<file path="src/rtl/instr_fetch_seq.sv">
// -----------------------------------------------------------------------------
// instr_fetch_seq
// Instruction fetch sequencer. Reads one instruction word at a time from the
// instruction memory, presents it to the control unit, and advances the
// fetch address. The address either increments or takes a branch redirect
// when the presented instruction is consumed.
//
// Ports
//   clk            rising-edge clock
//   rst            synchronous, active-high reset
//   imem_req       instruction-memory read request (registered)
//   imem_addr      word address of the outstanding read (registered)
//   imem_ack       memory response strobe, imem_data valid in the same cycle
//   imem_data      instruction word returned by memory
//   stall          downstream not ready; holds the issued instruction
//   take_branch    redirect request, acted on only when the instruction is consumed
//   branch_target  redirect address, sampled with take_branch
//   OpCode         opcode field [15:12] of the issued instruction (registered)
//   instr          full issued instruction word (registered)
//   instr_pc       fetch address of the issued instruction (registered)
//   instr_valid    OpCode/instr/instr_pc are valid (registered)
// -----------------------------------------------------------------------------
module instr_fetch_seq #(
    parameter logic [15:0] RESET_PC = 16'h0000
) (
    input  logic        clk,
    input  logic        rst,
    output logic        imem_req,
    output logic [15:0] imem_addr,
    input  logic        imem_ack,
    input  logic [15:0] imem_data,
    input  logic        stall,
    input  logic        take_branch,
    input  logic [15:0] branch_target,
    output logic [3:0]  OpCode,
    output logic [15:0] instr,
    output logic [15:0] instr_pc,
    output logic        instr_valid
);

    localparam int unsigned AW  = 16;
    localparam int unsigned DW  = 16;
    localparam int unsigned OPW = 4;

    typedef enum logic [1:0] {
        S_FETCH = 2'd0,
        S_WAIT  = 2'd1,
        S_ISSUE = 2'd2
    } state_t;

    state_t          r_state;
    state_t          w_state_nxt;

    // Set by reset and cleared one edge after release, so the first request
    // rises on the second edge after rst deasserts and any ack left over from
    // an abandoned read cannot line up with the new request.
    logic            r_boot;

    logic [AW-1:0]   r_pc;
    logic [AW-1:0]   w_pc_nxt;

    logic            w_req_nxt;
    logic [AW-1:0]   w_addr_nxt;
    logic [OPW-1:0]  w_op_nxt;
    logic [DW-1:0]   w_instr_nxt;
    logic [AW-1:0]   w_instr_pc_nxt;
    logic            w_valid_nxt;

    // State register
    always_ff @(posedge clk) begin
        if (rst) begin
            r_state <= S_FETCH;
            r_boot  <= 1'b1;
        end else begin
            r_state <= w_state_nxt;
            r_boot  <= 1'b0;
        end
    end

    // Next-state logic; imem_ack only matters in WAIT
    always_comb begin
        w_state_nxt = r_state;
        case (r_state)
            S_FETCH: begin
                if (!r_boot) begin
                    w_state_nxt = S_WAIT;
                end
            end
            S_WAIT: begin
                if (imem_ack) begin
                    w_state_nxt = S_ISSUE;
                end
            end
            S_ISSUE: begin
                if (!stall) begin
                    w_state_nxt = S_FETCH;
                end
            end
            default: w_state_nxt = S_FETCH;
        endcase
    end

    // Output / datapath next values; everything holds unless a state acts on it
    always_comb begin
        w_req_nxt      = imem_req;
        w_addr_nxt     = imem_addr;
        w_op_nxt       = OpCode;
        w_instr_nxt    = instr;
        w_instr_pc_nxt = instr_pc;
        w_valid_nxt    = instr_valid;
        w_pc_nxt       = r_pc;
        case (r_state)
            S_FETCH: begin
                if (!r_boot) begin
                    w_req_nxt  = 1'b1;
                    w_addr_nxt = r_pc;
                end
            end
            S_WAIT: begin
                if (imem_ack) begin
                    w_instr_nxt    = imem_data;
                    w_op_nxt       = imem_data[DW-1 -: OPW];
                    w_instr_pc_nxt = r_pc;
                    w_valid_nxt    = 1'b1;
                    w_req_nxt      = 1'b0;
                    // 16-bit add wraps FFFF -> 0000 naturally
                    w_pc_nxt       = r_pc + AW'(1);
                end
            end
            S_ISSUE: begin
                if (!stall) begin
                    w_valid_nxt = 1'b0;
                    // pc already points past the issued word; a redirect replaces it
                    if (take_branch) begin
                        w_pc_nxt = branch_target;
                    end
                end
            end
            default: begin
                w_req_nxt   = 1'b0;
                w_valid_nxt = 1'b0;
            end
        endcase
    end

    // Output and pc registers
    always_ff @(posedge clk) begin
        if (rst) begin
            r_pc        <= RESET_PC;
            imem_req    <= 1'b0;
            imem_addr   <= '0;
            OpCode      <= '0;
            instr       <= '0;
            instr_pc    <= '0;
            instr_valid <= 1'b0;
        end else begin
            r_pc        <= w_pc_nxt;
            imem_req    <= w_req_nxt;
            imem_addr   <= w_addr_nxt;
            OpCode      <= w_op_nxt;
            instr       <= w_instr_nxt;
            instr_pc    <= w_instr_pc_nxt;
            instr_valid <= w_valid_nxt;
        end
    end

endmodule
</file>
<file path="config.mk">
export PLATFORM = sky130hd
export DESIGN_NAME = instr_fetch_seq
export DESIGN_NICKNAME = d
export VERILOG_FILES = /design/src/rtl/instr_fetch_seq.sv
export SDC_FILE = /design/constraint.sdc
export NUM_CORES = 1
export LEC_CHECK = 0
export ABC_AREA = 1
export CAP_MARGIN = 25
export CORE_UTILIZATION = 40
export DETAILED_ROUTE_END_ITERATION = 10
export GPL_ROUTABILITY_DRIVEN = 0
export PLACE_DENSITY = 0.73
export SKIP_CTS_REPAIR_TIMING = 1
export SYNTH_ARGS = -nofsm -noshare
export SYNTH_HDL_FRONTEND = slang
export SYNTH_SLANG_ARGS = --single-unit
</file>
<file path="constraint.sdc">
create_clock -name clk -period 1.2 [get_ports clk]
set_input_delay 0.24 -clock clk [delete_from_list [all_inputs] [get_ports clk]]
set_output_delay 0.24 -clock clk [all_outputs]
set_load 0.02 [all_outputs]
</file>
==> impl_results.md, run 1 <==
- Syn nets: 465
- # IOs: 91
- RSZ-0062 raised after global routing: true
- Clock-pin slew on the worst setup and hold paths: 80 ps
- Starting Density: 41.2%
- H-Tree Depth: 3
- Detail Route met2 WL: 5370 µm
- Row count: 31
- Port Buffers: 90
- DRT antenna net count: 0
- Post-synth ARST share: 0%
- Hold_ws: 459 ps
- Core area: 7250 µm²
- YS warnings: 0
- CTS tree: built
- DRT Wirelength: 10200 µm
- Synth Instances: 427
- Final HPWL DP: 6160 µm
- Final Power: 5.94 mW
- Final Setup Violations: 63
- Initial antenna violation count: 0
- Yosys reg bits: 69
- Synth top area share: 46.2%
- Grt ovf: 0
- CP Data Arrival Time: 1600 ps
- CTS root buf: clkbuf_8
- Max Used Layer: met4
- Final hold vios: 0
- Seq/Total Area, Yosys: 46.2%
- Top post-synthesis cells by area: dfxtp_1 (46%), nand2_1 (12%), a21oi_1 (9.9%), nand3_1 (7.7%), nor2_1 (7.0%)
- Setup crit end kind: flop
- Most frequent cell after synthesis: nand2_1
- Design Area, Final: 5250 µm²
- EDFF count, synth: 0
- Dpl cells: 639
- Outcome: finished with violations
- Met3 WL: 708 µm
- Post-DR vias/cell: 5.25
- Slew Viols, Final: 0
- All-Layer GR Usage: 22.0%
- Global-route wire length before repair: 13200 µm
- DR pass1 iterations: 5
- Slew HR: 82.2%
- Met1 wire length: 3970 µm
- Clk sinks: 69
- Critical Path RT: 1440 ps
- Final core occ: 72.4%
- Layout area overhead: 75.7%
- Drt drc: 0
- Die ar.: 7820 µm²
- Final period util: 114%
- Nets: 603
- Worst skew pair latency: 360 ps
- Crit path max fanout: 6
- Via count: 3512
- Max clock buf depth: 2
- Initial DRC count: 166
- Skew final: 12.0 ps
- Maxcap violations: 0
- Worst-Margin Slew: 267 ps
- Leakage Power: 2.37 nW
- Hold Crit Class: reg2reg
- ANT cells: 0
- Worst VDD drop: 0.618 mV
- Setup WS pre-CTS: -361 ps
- Setup TNS: -3630 ps
- Netlist cell types: 24
- Syn_area_per_cell: 7.00 µm²
- Tmin final: 1360 ps
- Die X: 88.4 µm
- Leading area contributor after synthesis: dfxtp_1
- Inserted Clock Buffers: 9
- Failing checks: negative setup slack
- Most frequent cells after synthesis: nand2_1 (93), dfxtp_1 (69), a21oi_1 (59), nor2_1 (56), nand3_1 (46)
- Synthesized area: 2990 µm²
- Die height: 88.4 µm
- Final Non-Filler Cells: 669
- Synth Flop Type: dfxtp_1
- Largest net degree at the start of global routing: 21
- Worst setup SP type: flop
- Vias in the first global route: 2987
- Share of cells above drive strength 1: 44.9%
- Max Fclk: 0.733 GHz
- Per-cell routed wire length: 15.3 µm
- Fillers: 537
- Area after DPL: 4290 µm²
- Final worst slack: -164 ps
- CP Class: reg2reg
- Power Density: 1130 nW/µm²
where the power goes:
group	switching [mW]	total [mW]	internal, mW	leakage [nW]
clock network	0.926	2.32	1.39	0.116
registers	0.0835	2.46	2.38	0.569
logic	0.605	1.17	0.563	1.68
total	1.61	5.94	4.33	2.37
flip-flops by register name, indices dropped and copies added (netlist names):
register and flops:
OpCode 4, imem_addr 16, imem_req 1, instr 12
instr_pc 16, instr_valid 1, r_boot 1, r_pc 16
r_state 2
cell families (layout without fill, tap and decap cells):
logic type      Yosys count  in the layout  synth area share [%]
simple gates            208            208                  29.3
compound gates           93             93                  15.6
flops                    69             69                  46.2
buf+inv                  55            198                  8.16
fa+ha+maj                 1              1                 0.419
xor+xnor                  1              1                 0.293
worst paths after layout:
kind	from	end	slack, ps	cells after the start
min reg2reg	instr_pc[12]	instr_pc[12]	460	2
min	instr_pc[12]	instr_pc[12]	460	2
max reg2reg	r_state[0]	r_pc[3]	-160	9
max	r_state[0]	r_pc[3]	-160	9
worst max-delay path: stages, from the launching register on:
cell	delay, ps
dfxtp_4	360
inv_4	70
nand2_4	70
o21ai_4	170
nand3_4	170
buf_6	180
inv_8	70
nand2_2	40
nand2_1	50
a21oi_1	70
layout by cell type, fill, tap and decap left out, types with 6 or more instances in the layout:
master,Yosys,final
a21oi_1,59,30
a21oi_2,0,29
buf_12,0,7
buf_4,5,46
buf_6,2,7
clkbuf_2,0,33
clkbuf_8,0,9
clkdlybuf4s50_1,0,36
dfxtp_1,69,56
dfxtp_2,0,7
dfxtp_4,0,6
dlymetal6s2s_1,0,16
inv_1,21,18
nand2_1,93,54
nand2_2,2,18
nand2_4,0,22
nand3_1,46,44
nor2_1,56,39
nor2_2,1,11
nor2_4,1,8
o21ai_1,5,9
o21ai_2,0,19
cell type report:
cell class / instances / area, µm² / area share, %
sequential: 69 / 1410 / 26.9
clock buffer: 9 / 124 / 2.36
tap: 99 / 124 / 2.36
timing repair buffer: 156 / 1460 / 27.7
inverter: 25 / 101 / 1.93
multi-input combinational: 303 / 1900 / 36.2
timing repair inverter: 1 / 11.3 / 0.214
clock inverter: 7 / 123 / 2.33
metal layers:
layer	vias to the layer above	track usage, %
met5	-	0
met4	0	9.82
met3	15	4.94
met2	134	39.2
met1	1680	25.1
li1	1683	-
No activity file was read; power rests on OpenSTA's default activity.
==> inputs of run 2 (changes only) <==
SETUP_SLACK_MARGIN = 0.5   (was unset)
SKIP_CTS_REPAIR_TIMING = unset   (was 1)
==> impl_results.md, run 2 (synthesis results as in run 1) <==
- Share of cells above drive strength 1: 53.9%
- All-Layer GR Usage: 28.9%
- Leakage Power: 2.29 nW
- Area taken by flip-flops and latches: 1470 µm²
- Setup crit end kind: flop
- Commonest cells after routing, fill and taps aside: buf_6 (66), buf_4 (66), nand2_1 (61)
- Crit path max fanout: 12
- DR pass1 iterations: 6
- Sw Ratio: 29.1%
- Row count: 31
- RSZ-0062 raised after global routing: true
- ANT cells: 0
- Grt ovf: 0
- Worst skew pair latency: 370 ps
- Slew Viols, Final: 0
- Die height: 88.4 µm
- Skew final: 16.2 ps
- Per-cell routed wire length: 18.2 µm
- Maxcap violations: 0
- Hold Startpoint: rst
- Worst Hold End: r_pc[4]
- RR Endpoint: r_pc[2]
- Cells on worst reg2reg path: 10
- CP Data Arrival Time: 1770 ps
- Max clock buf depth: 2
- Core area: 7250 µm²
- Area after DPL: 4290 µm²
- R2R Setup Slk: -320 ps
- Largest net degree at the start of global routing: 32
- CTS root buf: clkbuf_8
- Reg power frac: 41.4%
- Drt drc: 0
- CP Class: reg2reg
- Power Density: 1060 nW/µm²
- DRT Wirelength: 12700 µm
- Setup TNS: -15160 ps
- Hold_ws: 359 ps
- Vias in the first global route: 3507
- Setup WS pre-CTS: -352 ps
- Die ar.: 7820 µm²
- Design Area, Final: 5630 µm²
- Port Buffers: 90
- Fillers: 474
- Post-DR vias/cell: 5.47
- Global-route wire length before repair: 17100 µm
- Final Non-Filler Cells: 698
- Dpl cells: 632
- Worst-Margin Slew: 485 ps
- Clk sinks: 69
- Die X: 88.4 µm
- Hold Crit Class: in2reg
- Slew HR: 67.7%
- Initial DRC count: 356
- Via count: 3815
- Clock-pin slew on the worst setup and hold paths: 90 ps
- Final hold vios: 0
- Comb pwr share: 23.0%
- Inserted Clock Buffers: 9
- Final Setup Violations: 68
- Final HPWL DP: 5980 µm
- Final period util: 126%
- Final Power: 5.97 mW
- Worst VDD drop: 0.683 mV
- Starting Density: 41.2%
- Critical Path RT: 1450 ps
- Cell internal pwr: 4.23 mW
- Layout area overhead: 88.3%
- Tmin final: 1520 ps
- Worst R2R Start: r_state[0]
- H-Tree Depth: 3
- Nets: 632
- DRT antenna net count: 0
- Outcome: finished with violations
- P_sw: 1.74 mW
- # IOs: 91
- Initial antenna violation count: 0
- Clock power share: 35.6%
- Final worst slack: -317 ps
- WHS Path Cells: 3
- Max Fclk: 0.659 GHz
- CTS tree: built
- Largest regs: imem_addr: 16 flops, instr_pc: 16 flops, r_pc: 16 flops
- Worst setup SP type: flop
- Final core occ: 77.6%
- Failing checks: negative setup slack
- Crit. Startpoint: r_state[0]
- Area used by multi-input combinational logic: 1740 µm²
[run 2: changes by cell type in the layout (fill, tap and decap cells not counted), moves of 7 or more]
cell / previous run / this run
nand3_2: 1 / 15
dfxtp_1: 56 / 14
clkbuf_2: 33 / 0
nand2_1: 54 / 61
nand2_2: 18 / 31
nand3_1: 44 / 31
dfxtp_2: 7 / 48
o21ai_1: 9 / 19
nand2_4: 22 / 2
o21ai_2: 19 / 1
buf_6: 7 / 66
buf_4: 46 / 66
dlymetal6s2s_1: 16 / 0
o21ai_0: 5 / 13
[run 2: how the worst max path moves through the flow]
stage | to | slack [ps] | depth (start not counted)
2_1_floorplan | r_pc[3] | -30 | 10
3_5_place_dp | r_pc[14] | -350 | 8
4_1_cts | r_pc[13] | -150 | 9
5_1_grt | r_pc[2] | -370 | 9
6_report | r_pc[2] | -320 | 10
3_3_place_gp | r_pc[10] | -320 | 9
[run 2: critical path, cell delays in order, from the launching register on]
cell and delay, ps:
dfxtp_4 390, inv_4 50, nor2_4 140, inv_2 60, o21ai_4 70, nand3_4 150, buf_6 170, inv_8 80
o21ai_0 130, nand2_1 110, a21oi_1 40
[run 2: metal layers]
layer	routed length (µm)	track usage, %
met1	5000	34.5
met5	0	0
met4	431	11.4
met2	6360	50.3
met3	886	6.34
[run 2: power groups by stage]
| stage | clock (mW) | combinational [mW] | sequential (mW) |
|---|---|---|---|
| 3_5_place_dp | 0 | 0.849 | 2.49 |
| 3_3_place_gp | 0 | 0.834 | 2.48 |
| 5_1_grt | 2.24 | 1.44 | 2.48 |
| 4_1_cts | 2.09 | 1.19 | 2.47 |
| 2_1_floorplan | 0 | 0.371 | 2.57 |
| 6_report | 2.12 | 1.38 | 2.47 |
[run 2: layout make-up]
class                   instances  share of cell area (%)
repair buffers                185                    34.7
multi-input cells             303                    30.9
flip-flops and latches         69                    26.1
clock buffers                  11                    2.89
well taps                      99                    2.20
inverters                      25                    2.07
clock inverters                 5                    1.00
repair inverters                1                   0.156
[run 2: timing repair]
item / 4_1_cts / 5_1_grt
endpoints found under the setup margin: 122 / 122
resized for setup: 475 / 42
pin swaps: 24 / 8
hold buffers: 0 / 0
gates cloned: 7 / 2
buffers inserted: 17 / 24
==> inputs of run 3 (changes only) <==
CORE_UTILIZATION = 47   (was 40)
PLACE_DENSITY = 0.8   (was 0.73)
clock period = 1.5 ns   (was 1.2 ns; I/O delays follow)
==> impl_results.md, run 3 (synthesis results as in run 1) <==
- Grt ovf: 0
- Failing checks: negative setup slack
- R2R Setup Slk: -180 ps
- WHS Path Cells: 2
- ANT cells: 0
- Starting Density: 49.6%
- CP Data Arrival Time: 1970 ps
- Skew final: 13.8 ps
- CTS tree: built
- Final hold vios: 0
- Layout area overhead: 77.1%
- Max clock buf depth: 2
- Worst R2R Start: r_pc[3]
- Die height: 81.8 µm
- Nets: 608
- Most common cell after layout, fill and taps aside: nand2_1
- Initial DRC count: 588
- Clock-pin slew on the worst setup and hold paths: 80 ps
- Worst-Margin Slew: 370 ps
- Drt drc: 0
- Crit path max fanout: 5
- Share of cells above drive strength 1: 48.2%
- Leakage Power: 2.15 nW
- Critical Path RT: 1790 ps
- CP Class: reg2reg
- Worst Hold End: instr[8]
- Die ar.: 6680 µm²
- Via count: 4041
- Final HPWL DP: 6040 µm
- Largest net degree at the start of global routing: 24
- Hold_ws: 469 ps
- Slew HR: 75.1%
- Tmin final: 1680 ps
- Final core occ: 87.9%
- Hold Crit Class: reg2reg
- H-Tree Depth: 3
- DRT antenna net count: 0
- Core area: 6030 µm²
- DRT Wirelength: 14100 µm
- Slew Viols, Final: 0
- Final Power: 4.63 mW
- Outcome: finished with violations
- Per-cell routed wire length: 21.7 µm
- RSZ-0062 raised after global routing: true
- DR pass1 iterations: 7
- Setup WS pre-CTS: -192 ps
- Setup crit end kind: flop
- Final worst slack: -183 ps
- # IOs: 91
- Global-route wire length before repair: 17200 µm
- Commonest cells after routing, fill and taps aside: nand2_1 (83), buf_6 (67), dfxtp_2 (55)
- Worst setup SP type: flop
- Final Setup Violations: 14
- RR Endpoint: r_pc[15]
- Max Fclk: 0.594 GHz
- Post-DR vias/cell: 6.22
- All-Layer GR Usage: 35.1%
- Row count: 28
- Maxcap violations: 0
- Hold Startpoint: instr[8]
- Worst skew pair latency: 360 ps
- Inserted Clock Buffers: 9
- Worst VDD drop: 0.911 mV
- Initial antenna violation count: 0
- Setup TNS: -896 ps
- Largest regs: imem_addr: 16 flops, instr_pc: 16 flops, r_pc: 16 flops
- CTS root buf: clkbuf_8
- Clk sinks: 69
- Vias in the first global route: 3520
- Die X: 81.8 µm
- Power Density: 875 nW/µm²
- Port Buffers: 90
- Final period util: 112%
- Cells on worst reg2reg path: 8
## run 3: cell count changes in the layout (fill, tap and decap cells not counted), moves of 4 or more
cell,before,now
buf_4,66,47
nand3_2,15,2
a21oi_2,27,20
a21oi_1,31,38
o21ai_2,1,12
dfxtp_2,48,55
nand2_1,61,83
dfxtp_1,14,10
o21ai_0,13,3
nand2_4,2,7
nand2_2,31,5
nand3_1,31,44
## run 3: what timing repair did
item,in CTS,in global routing
buffers inserted,22,13
pin swaps,13,11
resized for setup,440,77
hold buffers,0,0
cloned,7,2
setup endpoints to repair,120,122
## run 3: power breakdown
part           internal (mW)  total (mW)  switching (mW)  leakage, nW
Combinational          0.525        1.08           0.552         1.47
Sequential              1.91        1.99          0.0800        0.589
Clock                  0.766        1.56           0.795       0.0923
## run 3: stage by stage
stage / instances / cell area [µm²]
finish: 650 / 5300
global route: 650 / 5300
CTS: 635 / 4920
detailed placement: 590 / 4090
global placement: 590 / 4090
floorplan: 427 / 3040
## run 3: worst max path at each step
| stage | start | to | slack, ps | depth (start not counted) |
|---|---|---|---|---|
| after floorplan | r_state[0] | r_pc[3] | 270 | 10 |
| after global placement | take_branch | r_pc[10] | -90 | 9 |
| after detailed placement | take_branch | r_pc[10] | -190 | 9 |
| after CTS | r_state[0] | r_pc[11] | 130 | 8 |
| after global routing | r_state[0] | r_pc[10] | -250 | 9 |
| final | r_pc[3] | r_pc[15] | -180 | 8 |
## run 3: per-layer routing
layer / track usage [%] / up-vias / wire, µm
met5: 0 / - / 0
met4: 23.0 / 0 / 1190
met3: 6.78 / 141 / 1510
met2: 58.3 / 398 / 6440
met1: 41.0 / 1820 / 4950
li1: - / 1682 / -
## run 3: worst max-delay path: stages (launching register included)
cell and delay (ps):
dfxtp_2 420, nand2_1 210, inv_1 150, nand2_1 130
nor2_2 190, nand3_1 160, nand3_1 110, nand2_1 90
a21oi_2 150
## run 3: final cells by class
cell class	instances	area, µm²
clock buffers	10	128
clock inverters	6	63.8
fillers	282	731
inverters	25	111
multi-input cells	303	1700
flip-flops and latches	69	1470
well taps	75	93.8
repair buffers	161	1720
repair inverters	1	16.3
